<file path="config.mk">
export PLATFORM = sky130hd
export DESIGN_NAME = fetch_queue_unit
export DESIGN_NICKNAME = d
export VERILOG_FILES = /design/src/rtl/fetch_queue_unit_pkg.sv /design/src/rtl/fetch_sync_fifo.sv /design/src/rtl/fetch_queue_unit.sv
export SDC_FILE = /design/constraint.sdc
export NUM_CORES = 1
export LEC_CHECK = 0
export ABC_AREA = 1
export BUFFER_PORTS_ARGS = -buffer_cell sky130_fd_sc_hd__buf_2
export CAP_MARGIN = 30
export CORE_MARGIN = 4
export CORE_UTILIZATION = 59
export DETAILED_ROUTE_END_ITERATION = 10
export GPL_TIMING_DRIVEN = 0
export PLACE_DENSITY = 0.81
export SYNTH_ARGS = -nofsm -noshare
export SYNTH_HDL_FRONTEND = slang
export SYNTH_SLANG_ARGS = --single-unit
</file>
<file path="constraint.sdc">
create_clock -name clk -period 5.75 [get_ports clk]
set_input_delay 0.2875 -clock clk [delete_from_list [all_inputs] [get_ports clk]]
set_output_delay 0.2875 -clock clk [all_outputs]
set_load 0.02 [all_outputs]
</file>
<file path="src/rtl/fetch_queue_unit_pkg.sv">
// Shared fetch-stage helpers: PC step size and redirect alignment mask.
// Latency: none, constants and pure functions only.
// Backpressure: not applicable.
package fetch_queue_unit_pkg;

    // Widest address the alignment helper can produce a mask for.
    localparam int FQ_MAX_ADDR_WIDTH = 64;

    // Bytes the PC advances per fetched word.
    function automatic int byteInc(input int dataWidth);
        return dataWidth / 8;
    endfunction

    // Mask that clears the byte-offset bits of a word-aligned address.
    function automatic logic [FQ_MAX_ADDR_WIDTH-1:0] alignMask(input int bytesPerWord);
        return ~(FQ_MAX_ADDR_WIDTH'(bytesPerWord) - FQ_MAX_ADDR_WIDTH'(1));
    endfunction

endpackage

</file>
<file path="src/rtl/fetch_sync_fifo.sv">
// Generic synchronous FIFO with flush, used for the fetch queue and the request-tag FIFO.
// Latency: a pushed entry is visible at the head the cycle after its push edge.
// Backpressure: a push into a full FIFO without a same-cycle pop is dropped; owners hold credit instead.
module fetch_sync_fifo #(
    parameter int WIDTH = 64,
    parameter int DEPTH = 4
) (
    input  logic                   clk,
    input  logic                   resetN,
    input  logic                   push,
    input  logic [WIDTH-1:0]       pushData,
    input  logic                   pop,
    input  logic                   flush,
    output logic [WIDTH-1:0]       headData,
    output logic [$clog2(DEPTH):0] count
);

    localparam int AW    = $clog2(DEPTH);
    localparam int CNT_W = AW + 1;

    logic [WIDTH-1:0] mem [DEPTH];
    logic [AW-1:0]    wrPtr;
    logic [AW-1:0]    rdPtr;
    logic             doPush;
    logic             doPop;

    assign doPop    = pop && (count != '0);
    assign doPush   = push && ((count != CNT_W'(DEPTH)) || doPop);
    assign headData = mem[rdPtr];

    // Storage array: written on accepted pushes, no reset needed.
    always_ff @(posedge clk) begin
        if (doPush) begin
            mem[wrPtr] <= pushData;
        end
    end

    // Pointers and occupancy; flush empties the FIFO and overrides any push/pop.
    always_ff @(posedge clk) begin
        if (!resetN || flush) begin
            wrPtr <= '0;
            rdPtr <= '0;
            count <= '0;
        end else begin
            if (doPush) begin
                wrPtr <= wrPtr + AW'(1);
            end
            if (doPop) begin
                rdPtr <= rdPtr + AW'(1);
            end
            count <= count + CNT_W'(doPush) - CNT_W'(doPop);
        end
    end

endmodule

</file>
<file path="src/rtl/fetch_queue_unit.sv">
// Decoupled fetch front end with prefetch queue; FETCH_ALIGN_CHECK_EN adds a sticky misaligned-redirect fault.
// Latency: a response accepted at edge N is presented to decode after edge N; redirect refetches from edge N+1.
// Backpressure: decode stalls via outReady; issue is credit-limited so every response has a queue slot.
module fetch_queue_unit
    import fetch_queue_unit_pkg::*;
#(
    parameter int                    ADDR_WIDTH   = 32,
    parameter int                    DATA_WIDTH   = 32,
    parameter int                    DEPTH        = 4,
    parameter logic [ADDR_WIDTH-1:0] RESET_VECTOR = '0
) (
    input  logic                  clk,
    input  logic                  resetN,
    input  logic                  redirect,
    input  logic [ADDR_WIDTH-1:0] redirectPc,
    output logic                  reqValid,
    input  logic                  reqReady,
    output logic [ADDR_WIDTH-1:0] reqAddr,
    input  logic                  respValid,
    input  logic [DATA_WIDTH-1:0] respData,
    output logic                  outValid,
    input  logic                  outReady,
    output logic [DATA_WIDTH-1:0] outInstr,
    output logic [ADDR_WIDTH-1:0] outPc,
    output logic                  fault
);

    localparam int                    CNT_W        = $clog2(DEPTH) + 1;
    localparam int                    BYTE_INC     = byteInc(DATA_WIDTH);
    localparam logic [ADDR_WIDTH-1:0] PC_STEP      = ADDR_WIDTH'(BYTE_INC);
    localparam logic [ADDR_WIDTH-1:0] ALIGN_MASK   = ADDR_WIDTH'(alignMask(BYTE_INC));
    localparam logic [CNT_W:0]        CREDIT_LIMIT = (CNT_W + 1)'(DEPTH);

    typedef struct packed {
        logic [ADDR_WIDTH-1:0] pc;
        logic [DATA_WIDTH-1:0] instr;
    } fetchEntry_t;

    logic [ADDR_WIDTH-1:0] pc;
    logic [ADDR_WIDTH-1:0] redirectTarget;
    logic [ADDR_WIDTH-1:0] tagHead;
    logic [CNT_W-1:0]      dropCount;
    logic [CNT_W-1:0]      tagCount;
    logic [CNT_W-1:0]      queueCount;
    logic [CNT_W-1:0]      outstanding;
    fetchEntry_t           queueHead;
    fetchEntry_t           queuePushEntry;
    logic                  issue;
    logic                  respLive;
    logic                  respKeep;

    // Every in-flight request is either still tagged (live) or marked stale, so
    // the outstanding count is derived rather than kept as a separate register.
    assign outstanding = tagCount + dropCount;

    // Credit counts stale requests too: it is conservative but never overflows the queue.
    assign reqValid = resetN && !redirect && !fault &&
                      (({1'b0, outstanding} + {1'b0, queueCount}) < CREDIT_LIMIT);
    assign reqAddr  = pc;
    assign issue    = reqValid && reqReady;

    // A response with nothing in flight is ignored so the counters cannot underflow.
    assign respLive = respValid && (outstanding != '0);
    assign respKeep = respLive && !redirect && (dropCount == '0);

    assign queuePushEntry = '{pc: tagHead, instr: respData};

    assign outValid = (queueCount != '0);
    assign outInstr = queueHead.instr;
    assign outPc    = queueHead.pc;

`ifdef FETCH_ALIGN_CHECK_EN
    assign redirectTarget = redirectPc;

    // Misaligned redirect latches a fault that blocks issue until reset.
    always_ff @(posedge clk) begin
        if (!resetN) begin
            fault <= 1'b0;
        end else if (redirect && (|(redirectPc & ~ALIGN_MASK))) begin
            fault <= 1'b1;
        end
    end
`else
    assign redirectTarget = redirectPc & ALIGN_MASK;
    assign fault          = 1'b0;
`endif

    // PC and stale-response bookkeeping; redirect wins over issue and response.
    always_ff @(posedge clk) begin
        if (!resetN) begin
            pc        <= RESET_VECTOR;
            dropCount <= '0;
        end else if (redirect) begin
            pc        <= redirectTarget;
            dropCount <= outstanding - CNT_W'(respLive);
        end else begin
            if (issue) begin
                pc <= pc + PC_STEP;
            end
            if (respLive && (dropCount != '0)) begin
                dropCount <= dropCount - CNT_W'(1);
            end
        end
    end

    fetch_sync_fifo #(
        .WIDTH (ADDR_WIDTH),
        .DEPTH (DEPTH)
    ) tagFifo (
        .clk      (clk),
        .resetN   (resetN),
        .push     (issue),
        .pushData (pc),
        .pop      (respKeep),
        .flush    (redirect),
        .headData (tagHead),
        .count    (tagCount)
    );

    fetch_sync_fifo #(
        .WIDTH ($bits(fetchEntry_t)),
        .DEPTH (DEPTH)
    ) fetchQueue (
        .clk      (clk),
        .resetN   (resetN),
        .push     (respKeep),
        .pushData (queuePushEntry),
        .pop      (outReady && !redirect),
        .flush    (redirect),
        .headData (queueHead),
        .count    (queueCount)
    );

endmodule
</file>
# Yosys cells after proc, flatten, opt, wreduce, memory -nomap -nowiden

Memory sizes are Yosys's and may differ from the RTL's. A register that Yosys moved wholly into a read port is not among the register bits.
Index checks and enable logic that the tools add are counted.

Output and inout bits: 99
Input port bits: 70
Memories kept: 2
Logic and storage cells: 65
Bits in writable memories: 384
Register bits after elaboration: 49

Memories:

| name           | depth | width | rd ports | clocked after Yosys merged registers in | write ports | line                  | RTL |
|---|---|---|---|---|---|---|---|
| fetchQueue.mem | 4     | 64    | 1        | 1                                       | 1           | fetch_sync_fifo.sv:21 | `logic [WIDTH-1:0] mem [DEPTH];` |
| tagFifo.mem    | 4     | 32    | 1        | 1                                       | 1           | fetch_sync_fifo.sv:21 |  |

Muxes and demuxes: 12
Eq/ne operators: 2
Magnitude comparators: 1
Reduce and logical (&&, ||, !) cells: 25
Bitwise gates (word level): 1
Add/sub/neg operators: 13

Operator list:

| operator                                                   | count |
|---|---|
| 2-to-1 mux 32 bit                                          | 2 |
| adder 32 x 3 -> 32 bit, second input constant              | 1 |
| logical AND 1 bit                                          | 12 |
| nonzero test 3 bit                                         | 4 |
| subtractor 3 x 1 -> 3 bit                                  | 3 |
| adder 2 x 1 -> 2 bit, second input constant                | 4 |
| 2-to-1 mux 2 bit                                           | 4 |
| adder 3 x 1 -> 3 bit                                       | 2 |
| 2-to-1 mux 3 bit                                           | 2 |
| != test 3 bit, second input constant                       | 2 |
| adder 3 x 3 -> 4 bit                                       | 1 |
| less-than comparator 4 x 3 -> 1 bit, second input constant | 1 |
| 2-to-1 mux 1 bit                                           | 4 |
| nonzero test 2 bit                                         | 2 |
| adder 3 bit                                                | 1 |
| zero test 3 bit                                            | 1 |
| logical OR 1 bit                                           | 3 |
| subtractor 3 x 1 -> 3 bit, second input constant           | 1 |
| zero test 1 bit                                            | 2 |
| OR reduction 2 bit                                         | 1 |
| NOT 1 bit                                                  | 1 |

# Depth between registers and ports, before layout

Gate-level depths: netlist (run 1).

Depth in word-level cells: 10
Depth in mapped cells: 22
Mapped depth without buffers: 21

# By module

Synthesis (run 1) repeated with hierarchy kept, for this count alone.

Cells, all modules: 1507
Area, all modules: 17889.7 sq um

Modules (own cells, without submodules):

| module                        | cells an instance | sequential area each (sq um) | area each (sq um) | times used |
|---|---|---|---|---|
| fetch_sync_fifo at fetchQueue | 691               | 7867.5                       | 9997.1            | 1 |
| fetch_sync_fifo at tagFifo    | 381               | 4023.9                       | 5272.6            | 1 |
| fetch_queue_unit              | 435               | 660.6                        | 2620.0            | 1 |

# Least setup slack after synthesis (run 1)

OpenSTA, ideal clock, no wires.

Path type: register to register
From: register tagFifo.count[0]
To: memory fetchQueue.mem[0][0] (enable)
Cell stages (with the launch flop): 13
Library setup time: 0.482 ns
Data arrival time: 4.119 ns
Slack: 1.148 ns
Buffers on the path: 0
Clock period less this slack: 4.602 ns
Data required time: 5.268 ns
Cell sequence: dfxtp_1 ha_1 inv_1 fa_1 inv_1 nand2_1 nand2_1 nand2_1 nand3_1 nand2_1 inv_1 nand3_2 nor2_1

Word-level cells in the longest chain between the ends: 8

RTL lines:

| item                                   | line                   | RTL |
|---|---|---|
| start: declaration                     | fetch_sync_fifo.sv:15  | `output logic [$clog2(DEPTH):0] count` |
| start signal: assignment               | fetch_sync_fifo.sv:51  | `count <= count + CNT_W'(doPush) - CNT_W'(doPop);` |
| adder 3 bit                            | fetch_queue_unit.sv:54 | `assign outstanding = tagCount + dropCount;` |
| nonzero test 3 bit                     | fetch_queue_unit.sv:63 | `assign respLive = respValid && (outstanding != '0);` |
| logical AND 1 bit                      | fetch_queue_unit.sv:63 |  |
| logical AND 1 bit (2 in series)        | fetch_queue_unit.sv:64 | `assign respKeep = respLive && !redirect && (dropCount == '0);` |
| logical AND 1 bit                      | fetch_sync_fifo.sv:28  | `assign doPush = push && ((count != CNT_W'(DEPTH)) \|\| doPop);` |
| 2-to-1 mux 1 bit                       | fetch_sync_fifo.sv:33  | `if (doPush) begin` |
| 2-to-1 mux 1 bit (not written as such) | fetch_sync_fifo.sv:34  | `mem[wrPtr] <= pushData;` |
| end: declaration                       | fetch_sync_fifo.sv:21  |  |

No other way between the ends.

# Final worst setup path (run 1)

From: register tagFifo.count[0]
To: register tagFifo.count[2]

Word-level cells in the longest chain between the ends: 10
Elaborated cells between the ends (all ways): 16
Those cells by class: add/sub (4); order compare (1); eq/ne (1); reduce/logical (10)

RTL lines:

| item                                                         | line                  | RTL |
|---|---|---|
| branches (longest 7 deep; another with adder 3 x 3 -> 4 bit) | -                     |  |
| logical AND 1 bit (*)                                        | fetch_sync_fifo.sv:28 |  |
| net tagFifo.doPush                                           | fetch_sync_fifo.sv:24 | `logic doPush;` |
| adder 3 x 1 -> 3 bit (*)                                     | fetch_sync_fifo.sv:51 |  |
| subtractor 3 x 1 -> 3 bit (*)                                | fetch_sync_fifo.sv:51 |  |

Mark *: on every way through the listed nets, which the timed path passes.
A chain may end at the register's enable or synchronous reset.

==> results of run 1 <==
metal layers:
| metal | vias to the layer above | global-route usage (%) |
|---|---|---|
| met5 | - | 0 |
| met4 | 0 | 8.15 |
| met3 | 89 | 4.62 |
| met2 | 676 | 43.2 |
| met1 | 5841 | 34.0 |
| li1 | 5640 | - |
power by group through the flow:
stage | Sequential [µW] | Combinational [µW] | Clock [µW]
after floorplan | 3490 | 197 | 0
after global placement | 3490 | 331 | 0
after detailed placement | 3490 | 352 | 0
after CTS | 3420 | 374 | 2740
after global routing | 3430 | 413 | 2870
final | 3420 | 376 | 2730
layout make-up:
class | count | area share (%)
buffer | 76 | 1.63
clock buffer | 57 | 5.88
clock inverter | 20 | 1.02
inverter | 93 | 1.74
multi-input combinational | 876 | 21.3
sequential | 419 | 59.7
tap | 378 | 2.34
timing repair buffer | 201 | 6.43
stage by stage:
stage / hold WS [ns] / total power, µW / util, % / instance area (µm²)
CTS: 0.0381 / 6540 / 72.0 / 20200
global route: 0.0574 / 6710 / 72.0 / 20200
finish: 0.0490 / 6530 / 72.0 / 20200
global placement: 0.457 / 3820 / 65.1 / 18300
floorplan: 0.386 / 3680 / - / 17000
detailed placement: 0.470 / 3840 / 65.9 / 18500
path summary, 6_finish.rpt:
check	cells past startpoint	slack [ns]	endpoint	from
worst max-delay path	21	1.88	tagFifo.count[2]	tagFifo.count[0]
worst min-delay path	3	0.05	reqAddr[3]	redirectPc[3]
worst max register to register	21	1.88	tagFifo.count[2]	tagFifo.count[0]
worst min register to register	2	0.51	register	fetchQueue.rdPtr[1]
state kept, by name (all words and copies together), names as in the netlist, named ones only:
name and count:
dropCount 3, reqAddr 30, tagFifo.mem 120, fetchQueue.count 3
fetchQueue.rdPtr 2, tagFifo.count 3, tagFifo.wrPtr 2, fetchQueue.mem 248
tagFifo.rdPtr 2, fetchQueue.wrPtr 2
cells in the mapped netlist, types with 2 or more instances:
library cell,count,share of area [%]
nor2_2,3,0.11
buf_1,4,0.088
nor2_4,3,0.20
a21oi_1,29,0.85
xor2_1,8,0.41
buf_6,2,0.13
nand3_1,32,0.94
a31oi_1,3,0.11
nand4_1,5,0.18
o21ai_0,213,6.3
fa_1,3,0.35
nor3_1,2,0.059
nor2_1,283,6.3
buf_2,3,0.088
nand2_1,161,3.6
o22ai_1,92,3.4
edfxtp_1,368,65
dfxtp_1,51,6.0
xnor2_1,2,0.10
o211ai_1,2,0.088
inv_1,90,2.0
ha_1,20,1.5
buf_4,7,0.31
clkbuf_1,60,1.3
layout by cell type, fill, tap and decap left out, types with 6 or more instances in the layout:
cell type,netlist,layout
buf_2,3,164
nand3_1,32,32
buf_4,7,7
edfxtp_1,368,368
buf_12,0,6
nor2_4,3,11
o22ai_1,92,92
ha_1,20,20
nand2_1,161,161
dlygate4sd3_1,0,32
clkbuf_1,60,68
clkbuf_16,0,43
inv_1,90,90
dfxtp_1,51,51
clkinv_2,1,8
o21ai_0,213,213
clkbuf_8,0,6
a21oi_1,29,29
nor2_1,283,275
xor2_1,8,8
critical path, stage by stage, from the launching register on:
cell and delay [ns]:
dfxtp_1 0.39, ha_1 0.16, inv_1 0.04, fa_1 0.38, inv_1 0.07, nand2_1 0.06
nand3_1 0.10, nand2_1 0.11, ha_1 0.29, inv_1 0.03, nand2_1 0.09, nor2_4 0.06
nand2_4 0.14, clkinv_2 0.21, buf_6 0.21, nand2_1 0.31, inv_1 0.11, ha_1 0.23
fa_1 0.38, xor2_1 0.18, o21ai_0 0.10, a21oi_1 0.14
logic make-up after synthesis:
logic type	synth area share, %
DFF	71.1
buffers and inverters	4.02
and+or+nand+nor	11.5
muxes	0.0590
other	0.0221
adders and majority gates	1.83
xor gates and xnor gates	0.516
AOI/OAI and AO/OA	10.9
==> flow_metrics.py, run 1 <==
metrics = {
    "detailed_routing": {
        "met3_wirelength_mm": 3.78,
        "detailed_route_wl_mm": 41.0,
        "top_layer_used": "met4",
        "route.vias.total": 12200,
        "drc_marker_count_from_the_first_detailed_route_iteration": 1317,
        "antenna_violating_nets_post_route": 0,
        "detailroute.wirelength.met2_mm": 20.2,
        "routed_wire_length_per_instance_um": 19.4,
        "route.detailed.vias_per_inst": 5.78,
        "met1_length_mm": 15.9,
        "remaining_drc_errors": 0,
        "drt_pass_1_iters": 7,
    },
    "floorplanning": {
        "fp.dieW_um": 178,
        "io_pins": 169,
        "dieHeight_um": 178,
        "core_um2": 28100,
        "std_cell_rows": 61,
        "fp.dieArea_um2": 31600,
        "initial_utilization_pct": 60.5,
    },
    "global_route": {
        "grt_usage_pct": 25.5,
        "grt_start_max_net_pins": 32,
        "grt_pass1_wl_mm": 63.0,
        "first_global_vias": 11900,
        "grt_overflow_total": 0,
        "antenna_found_initial": 0,
    },
    "sta": {
        "grt_setup_unrepaired": "no",
        "clock.fmax_ghz": 0.258,
        "tightest_slew_ns": 0.955,
        "final-setup-viol-count": 0,
        "post-route-min-period_ns": 3.87,
        "final_critical_path_setup_slack_ns": 1.88,
        "timing.clock.skew_ns": 0.0184,
        "finalCritPeriodShare_pct": 67.3,
        "relSlewSlack_pct": 36.2,
        "timing.setup.tns_ns": 0,
        "drv_slew": 0,
        "timing_hold_violations_final": 0,
    },
    "placement": {
        "place.gp.congestion": 0.930,
        "preCtsSetupSlack_ns": 1.91,
        "place.detailed.instances": 2011,
        "place.port_buffers": 161,
        "final_hpwl_dp_mm": 26.0,
    },
    "logic_synthesis": {
        "yosysSeqAreaShare_pct": 71.1,
        "post_synth_instance_area_um2": 17000,
        "synth_flop_cell": "edfxtp_1",
        "synth_area_per_cell_um2": 11.6,
        "async_reset_ff_share_pct": 0,
        "post_synth_inst_count": 1460,
        "ys_types": 38,
        "ys_seq_elements": 419,
        "synth_enable_flop_cells": 368,
        "ys_warn_count": 0,
    },
    "finish": {
        "syn2layout_area_growth_pct": 19.1,
        "nets": 1802,
        "multi_input_comb_area_um2": 4300,
        "final_layout_size_suffix_gt1_share_pct": 15.2,
        "filler_cell_count": 1822,
        "antenna-diode-count": 0,
        "sequential_cell_area_um2": 12100,
        "finish.cell_count_without_fillers": 2120,
    },
    "critical_path": {
        "critical_path_class": "register to register",
        "path_max_fanout": 10,
        "crit_required_ns": 6.21,
        "crit_path_start_kind": "register",
        "crit_arrival_ns": 4.33,
        "end_kind": "register",
    },
    "power_and_ir_drop": {
        "pwr_density_cell_nw_per_um2": 323,
        "power_share_of_the_sequential_group_pct": 52.5,
        "power.share.combinational_pct": 5.8,
        "part_of_the_power_in_the_clock_network_pct": 41.8,
        "switching_power_summed_over_all_nets_uw": 1390,
        "internal-power_uw": 5130,
        "leakagePower_uw": 0.00737,
        "vdd.ir_drop.worst_mv": 0.212,
        "power_switching_share_pct": 21.4,
    },
    "clock_network": {
        "cts_buffers": 42,
        "clkSinkCount": 419,
        "cts_tree": "built",
        "cts.htree.levels": 2,
        "path_clk_slew_ns": 0.06,
        "clk_latency_ns": 0.53,
        "ctsResizeCount": 0,
        "cts_hold_buf": 32,
        "root_buffer": "clkbuf_16",
        "clockBufferDepth": 3,
        "post-cts-setup-buffers": 0,
    },
    "run_status": {
        "run_status": "finished, final reports clean",
    },
    "hold_path": {
        "min-delay-path-class": "input pin to register",
    },
    "job": {
        "maxCapViolCount": 0,
    },
}
No activity file was read; power rests on OpenSTA's default activity.
==> run 2: changes to the inputs <==
- ABC_AREA: 1 -> 0
- CORE_UTILIZATION: 59 -> 53
- PLACE_DENSITY: 0.81 -> 0.77
- clock period: 5.75 -> 3.3 ns (I/O delays scaled with it)
==> run 2 against run 1 <==
  * Worst hold slack got worse by 0.028 ns
  * Clock skew increased by 0.0029 ns
  * Highest routed layer unchanged
  * Critical endpoint is now tagFifo.count[1]
  * Maximum frequency up 21%
  * Flip-flop and latch count is the same
  * Largest cell class unchanged
==> flow_metrics.py, run 2 <==
metrics = {
    "clock_network": {
        "cts_buffers": 42,
        "cts.htree.levels": 2,
        "clockBufferDepth": 3,
        "clk_latency_ns": 0.54,
        "clkSinkCount": 419,
        "cts_tree": "built",
        "path_clk_slew_ns": 0.06,
        "root_buffer": "clkbuf_16",
    },
    "job": {
        "maxCapViolCount": 0,
    },
    "finish": {
        "final_common_cell": "edfxtp_1",
        "largest_reg_flops": 248,
        "antenna-diode-count": 0,
        "final_cell_mix": "edfxtp_1, buf_2, mux4_2, dlygate4sd3_1, dfxtp_1",
        "final_layout_size_suffix_gt1_share_pct": 33.0,
        "nets": 1218,
        "final_core_util_pct": 66.2,
        "largest-register": "fetchQueue.mem",
        "syn2layout_area_growth_pct": 21.9,
    },
    "logic_synthesis": {
        "post_synth_instance_area_um2": 16300,
        "synthTopCellsByCount": "edfxtp_1, mux4_2, dfxtp_1, nand2_1, nor2_1",
        "synth_compound_gate_area_share_pct": 3.09,
        "yosys.cell_count.top_type": "edfxtp_1",
        "synth_area_per_cell_um2": 19.3,
        "ys_seq_elements": 419,
        "post_synth_inst_count": 841,
        "async_reset_ff_share_pct": 0,
        "synthXorXnorAreaFrac_pct": 1.13,
        "synth_adder_area_share_pct": 1.91,
        "ys_types": 60,
        "synth_enable_flop_cells": 368,
        "synth_flop_cell": "edfxtp_1",
        "yosysSeqAreaShare_pct": 74.2,
        "synth_top_area_share_pct": 67.9,
        "synth_top_family_by_area": "multiplexers",
        "synthDominantAreaCellType": "edfxtp_1",
        "ys_warn_count": 0,
        "ys_top_cells_by_area": "edfxtp_1, mux4_2, dfxtp_1",
        "synthMuxAreaShare_pct": 13.3,
        "post_synth_and_or_nand_nor_area_fraction_pct": 4.50,
    },
    "critical_path": {
        "path_max_fanout": 4,
        "worstReg2RegStart": "tagFifo.count[0]",
        "critPathCapture": "tagFifo.count[1]",
        "end_kind": "register",
        "timing.critical_path.from": "tagFifo.count[0]",
        "worst_r2r_endpoint": "tagFifo.count[1]",
        "ff2ff_path_depth": 12,
        "timing.reg2reg.setup_slack_ns": 0.11,
        "crit_arrival_ns": 3.62,
        "critical_path_class": "register to register",
        "crit_required_ns": 3.73,
        "crit_path_start_kind": "register",
    },
    "sta": {
        "post-route-min-period_ns": 3.19,
        "clock.fmax_ghz": 0.314,
        "tightest_slew_ns": 0.695,
        "final-setup-viol-count": 0,
        "relSlewSlack_pct": 53.6,
        "timing_hold_violations_final": 0,
        "final.hold.worst_slack_ns": 0.0207,
        "timing.clock.skew_ns": 0.0213,
        "finalCritPeriodShare_pct": 96.6,
        "drv_slew": 0,
    },
    "placement": {
        "place.gp.congestion": 0.893,
        "place.port_buffers": 160,
        "final_hpwl_dp_mm": 20.9,
    },
    "detailed_routing": {
        "remaining_drc_errors": 0,
        "drt_pass_1_iters": 5,
        "routed_wire_length_per_instance_um": 22.0,
        "drc_marker_count_from_the_first_detailed_route_iteration": 742,
        "detailed_route_wl_mm": 34.0,
        "route.vias.total": 8809,
        "antenna_violating_nets_post_route": 0,
        "route.detailed.vias_per_inst": 5.70,
    },
    "floorplanning": {
        "dieHeight_um": 183,
        "initial_utilization_pct": 54.3,
        "core_um2": 30000,
        "io_pins": 169,
        "fp.dieArea_um2": 33600,
        "fp.dieW_um": 183,
        "std_cell_rows": 63,
    },
    "global_route": {
        "grt_pass1_wl_mm": 52.9,
        "grt_util_met3_pct": 3.81,
        "first_global_vias": 9059,
        "grt_util_met1_pct": 28.9,
        "top_usage_layer_grt": "met2",
        "antenna_found_initial": 0,
        "grt_usage_pct": 20.5,
        "grt_overflow_total": 0,
        "groute.layer.met2.usage_pct": 33.7,
        "grt_start_max_net_pins": 60,
    },
    "power_and_ir_drop": {
        "pwr_density_cell_nw_per_um2": 570,
        "vdd.ir_drop.worst_mv": 0.323,
        "leakagePower_uw": 0.00677,
    },
    "hold_path": {
        "min-delay-path-class": "input pin to register",
        "worst_hold_path.num_cells": 3,
    },
    "run_status": {
        "run_status": "finished, final reports clean",
    },
}
## run 2: changes by cell type after synthesis, moves of 12 or more
cell,previous run,this run
and2_1,0,12
clkbuf_1,60,21
inv_1,90,23
mux4_2,0,92
nand2_1,161,34
nand3_1,32,15
nor2_1,283,26
o21ai_0,213,13
o22ai_1,92,2
## run 2: critical path, cell delays in order (launching register included)
cell and delay [ns]:
dfxtp_2 0.33, ha_1 0.14, inv_1 0.05, fa_2 0.39, xor2_4 0.18, xnor2_2 0.15
ha_1 0.31, and4bb_2 0.35, nand2_2 0.12, a41oi_4 0.25, ha_2 0.22, fa_1 0.40
and3_1 0.19
## run 2: metal layers
metal / wire length, µm / vias to the layer above
met1: 13700 / 4376
met3: 2660 / 62
met2: 16800 / 410
met4: 879 / 0
met5: 0 / -
li1: - / 3961
## run 2: cell families after synthesis
kind of cell             count (synthesis)
XOR/XNOR                                21
buffers and inverters                   66
AND/OR/NAND/NOR                        138
flip-flops                             419
multiplexers                           101
adder cells (fa/ha/maj)                 23
AO/OA/AOI/OAI                           72
other                                    1
## run 2: area by class of cell
cell class,count,area [µm²]
Sequential cell,419,12100
Fill cell,1959,10100
Multi-Input combinational cell,364,4030
Timing Repair Buffer,233,1590
Clock buffer,52,1180
Tap cell,390,488
Buffer,41,195
Clock inverter,23,165
Inverter,24,90.1
## run 2: worst min path at each step
stage | slack [ns] | from | endpoint
4_1_cts | 0.0002 | resetN | reqAddr[26]
3_3_place_gp | 0.38 | respData[21] | fetchQueue.mem[1][21]
3_5_place_dp | 0.38 | respData[4] | fetchQueue.mem[1][4]
5_1_grt | 0.002 | resetN | reqAddr[26]
6_report | 0.02 | resetN | reqAddr[26]
2_1_floorplan | 0.26 | respData[0] | fetchQueue.mem[0][0]
## run 2: what timing repair did
item	CTS	global route
resized for setup	11	3
setup buffers	5	4
gates cloned	4	0
hold endpoints to repair	156	0
setup endpoints to repair	123	105
pin swaps	7	5
hold buffers	60	0
## run 2: stage by stage
step / cell area, µm² / setup TNS, ns / power, µW / setup slack, ns / cells
2_1_floorplan: 16300 / 0 / 6480 / 0.0363 / 845
3_3_place_gp: 17600 / -132.38 / 6730 / -0.440 / 1395
5_1_grt: 19800 / -0.00914 / 11700 / -0.00914 / 1546
3_5_place_dp: 17700 / -36.65 / 6760 / -0.351 / 1399
4_1_cts: 19800 / 0 / 11400 / 0.0253 / 1543
6_report: 19800 / 0 / 11300 / 0.113 / 1546
## run 2: power breakdown
part	switching, µW	total [µW]	internal (µW)	leakage, µW
registers	96.3	5990	5900	0.00373
logic	426	741	316	0.00237
clock network	1870	4560	2700	0.000667
==> run 3: changes to the inputs <==
- SYNTH_HIERARCHICAL: unset -> 1
==> run 3 against run 2 <==
  * The run now ends with setup timing left
  * Setup slack got worse by 0.44 ns
  * First-iteration DRC count increased by 0.81%
  * Final cell count increased by 2.9%
  * Flip-flop and latch count increased by 16
  * Non-clock buffer count increased by 13
  * Sequential power increased by 3.8%
  * Sequential share of layout area decreased by 0.35 points
  * Synthesized area increased by 4.0%
==> flow_metrics.py, run 3 <==
metrics = {
    "sta": {
        "final_critical_path_setup_slack_ns": -0.324,
        "timing.clock.skew_ns": 0.0129,
        "relSlewSlack_pct": 46.0,
        "drv_slew": 0,
        "timing.setup.tns_ns": -0.438,
        "timing_hold_violations_final": 0,
        "finalCritPeriodShare_pct": 110,
        "clock.fmax_ghz": 0.276,
        "tightest_slew_ns": 0.811,
        "grt_setup_unrepaired": "yes",
        "post-route-min-period_ns": 3.62,
        "final-setup-viol-count": 2,
    },
    "clock_network": {
        "clkSinkCount": 435,
        "cts_buffers": 43,
        "root_buffer": "clkbuf_16",
        "path_clk_slew_ns": 0.06,
        "clockBufferDepth": 3,
        "cts.htree.levels": 2,
        "cts_tree": "built",
        "clk_latency_ns": 0.53,
    },
    "floorplanning": {
        "std_cell_rows": 65,
        "core_um2": 31600,
        "io_pins": 169,
        "fp.dieW_um": 187,
        "fp.dieArea_um2": 34800,
        "dieHeight_um": 187,
        "initial_utilization_pct": 53.6,
    },
    "placement": {
        "preCtsSetupSlack_ns": -0.717,
        "detailed_place.area_um2": 18400,
        "place.gp.congestion": 0.896,
        "final_hpwl_dp_mm": 21.9,
        "place.port_buffers": 163,
    },
    "global_route": {
        "grt_overflow_total": 0,
        "grt_start_max_net_pins": 37,
        "grt_usage_pct": 20.3,
        "first_global_vias": 9469,
        "grt_pass1_wl_mm": 55.2,
        "antenna_found_initial": 0,
    },
    "hold_path": {
        "min_from": "redirectPc[14]",
        "min-delay-path-class": "input pin to register",
    },
    "finish": {
        "filler_cell_count": 2125,
        "nets": 1251,
        "final_layout_size_suffix_gt1_share_pct": 36.1,
        "syn2layout_area_growth_pct": 22.6,
        "largest-register": "fetchQueue/mem",
        "fin_area_um2": 20700,
        "final_common_cell": "edfxtp_1",
        "final_cell_mix": "edfxtp_1, buf_2, mux4_2, dlygate4sd3_1, dfxtp_1",
        "largest_reg_flops": 256,
        "antenna-diode-count": 0,
    },
    "power_and_ir_drop": {
        "leakagePower_uw": 0.00701,
        "total_power_uw": 11800,
        "pwr_density_cell_nw_per_um2": 569,
        "vdd.ir_drop.worst_mv": 0.313,
    },
    "detailed_routing": {
        "antenna_violating_nets_post_route": 0,
        "drc_marker_count_from_the_first_detailed_route_iteration": 748,
        "route.detailed.vias_per_inst": 5.82,
        "detailed_route_wl_mm": 36.9,
        "drt_pass_1_iters": 5,
        "remaining_drc_errors": 0,
        "route.vias.total": 9256,
        "routed_wire_length_per_instance_um": 23.2,
    },
    "critical_path": {
        "worstReg2RegStart": "dropCount[0]",
        "end_kind": "register",
        "critical_path_cell_by_cell": "ha_4, inv_2, fa_2, xor3_2, inv_2, ha_4, nor4b_4, nand4_4, inv_4, buf_12, and2_4, inv_4, ha_4, inv_4, ha_4, inv_2, fa_2, xor2_2, nor2_1, nor3_2",
        "critPathTopFamily": "adder cells",
        "worstPathBufferInverterCount": 7,
        "critical_path.slowest_cell": "dfxtp_2",
        "max_stage_delay_ns": 0.36,
        "crit_required_ns": 3.70,
        "timing.critical_path.from": "dropCount[0]",
        "crit_path_start_kind": "register",
        "crit_arrival_ns": 4.03,
        "critical_path.most_common_cell": "ha_4",
        "critical_path_class": "register to register",
        "path_max_fanout": 3,
    },
    "logic_synthesis": {
        "ys_top_cells_by_area": "edfxtp_1, mux4_2, dfxtp_1",
        "async_reset_ff_share_pct": 0,
        "post_synth_instance_area_um2": 16900,
        "post_synth_inst_count": 854,
        "ys_seq_elements": 435,
        "synth_enable_flop_cells": 384,
        "synthDominantAreaCellType": "edfxtp_1",
        "synthTopCellsByCount": "edfxtp_1, mux4_2, dfxtp_1, o21ai_0, a21oi_1",
        "yosysSeqAreaShare_pct": 74.2,
        "synth_flop_cell": "edfxtp_1",
        "ys_types": 62,
        "synth_area_per_cell_um2": 19.8,
        "ys_warn_count": 6,
        "yosys.cell_count.top_type": "edfxtp_1",
        "synth_top_area_share_pct": 68.2,
    },
    "job": {
        "maxCapViolCount": 0,
    },
    "run_status": {
        "failed_checks": "setup timing",
        "run_status": "finished, violations left",
    },
}
[run 3: changes by cell type after synthesis, moves of 5 or more]
cell      change
a32oi_1       -5
xnor2_1       +6
and3_1        +5
edfxtp_1     +16
nand2_1      -27
o21ai_0      +15
and2_1        -6
[run 3: cells by family (layout without fill, tap and decap cells)]
kind of cell | count (synthesis) | in the layout | share of synthesized area [%]
buffers and inverters | 68 | 389 | 1.89
adder cells (fa/ha/maj) | 23 | 23 | 1.84
AND/OR/NAND/NOR | 117 | 121 | 4.39
multiplexers | 96 | 96 | 12.8
flip-flops | 435 | 435 | 74.2
AO/OA/AOI/OAI | 85 | 85 | 3.26
XOR/XNOR | 29 | 29 | 1.59
other | 1 | 11 | 0.0222
[run 3: through the flow]
step	cells	util, %	hold slack, ns
6_report	1591	65.7	0.0456
5_1_grt	1591	65.7	0.0638
4_1_cts	1576	65.0	0.00585
3_5_place_dp	1433	58.4	0.382
3_3_place_gp	1429	58.0	0.378
2_1_floorplan	864	-	0.264
[run 3: power breakdown]
group,leakage [µW],internal [µW],switching (µW),total [µW]
Combinational,0.00244,369,475,845
Sequential,0.00390,6120,99.4,6220
Clock,0.000660,2800,1930,4730
Total,0.00701,9300,2510,11800
[run 3: layer usage]
| metal | GRT usage [%] | wire, µm | vias up |
|---|---|---|---|
| met5 | 0 | 0 | - |
| met4 | 5.55 | 1180 | 0 |
| met3 | 3.93 | 2660 | 90 |
| met2 | 33.9 | 18200 | 404 |
| met1 | 27.7 | 14900 | 4682 |
| li1 | - | - | 4080 |
[run 3: final timing paths]
| check | to | slack [ns] | depth (start not counted) |
|---|---|---|---|
| max | tagFifo/count[2] | -0.32 | 20 |
| min | reqAddr[14] | 0.05 | 3 |
| max reg2reg | tagFifo/count[2] | -0.32 | 20 |
| min reg2reg | tagFifo/mem[2][31] | 0.55 | 0 |
[run 3: what timing repair did]
action	CTS	global route
buffers inserted	9	11
cloned	0	4
hold buffers	58	0
pin swaps	8	18
setup endpoints to repair	132	133
gates resized for setup	25	25
hold endpoints to repair	154	0
[run 3: final cells by class]
cell class              count  area [µm²]  share of cell area [%]
inverters                  26         105                   0.507
clock buffers              56        1170                    5.63
multi-input cells         365        4310                    20.8
plain buffers              42         245                    1.18
flip-flops and latches    435       12600                    60.6
repair buffers            245        1640                    7.92
well taps                 402         503                    2.43
clock inverters            20         205                   0.990
[run 3: tightest hold or removal path, cell delays in order]
cell,delay [ns]
buf_2,0.07
o21ai_0,0.12
a21oi_1,0.17
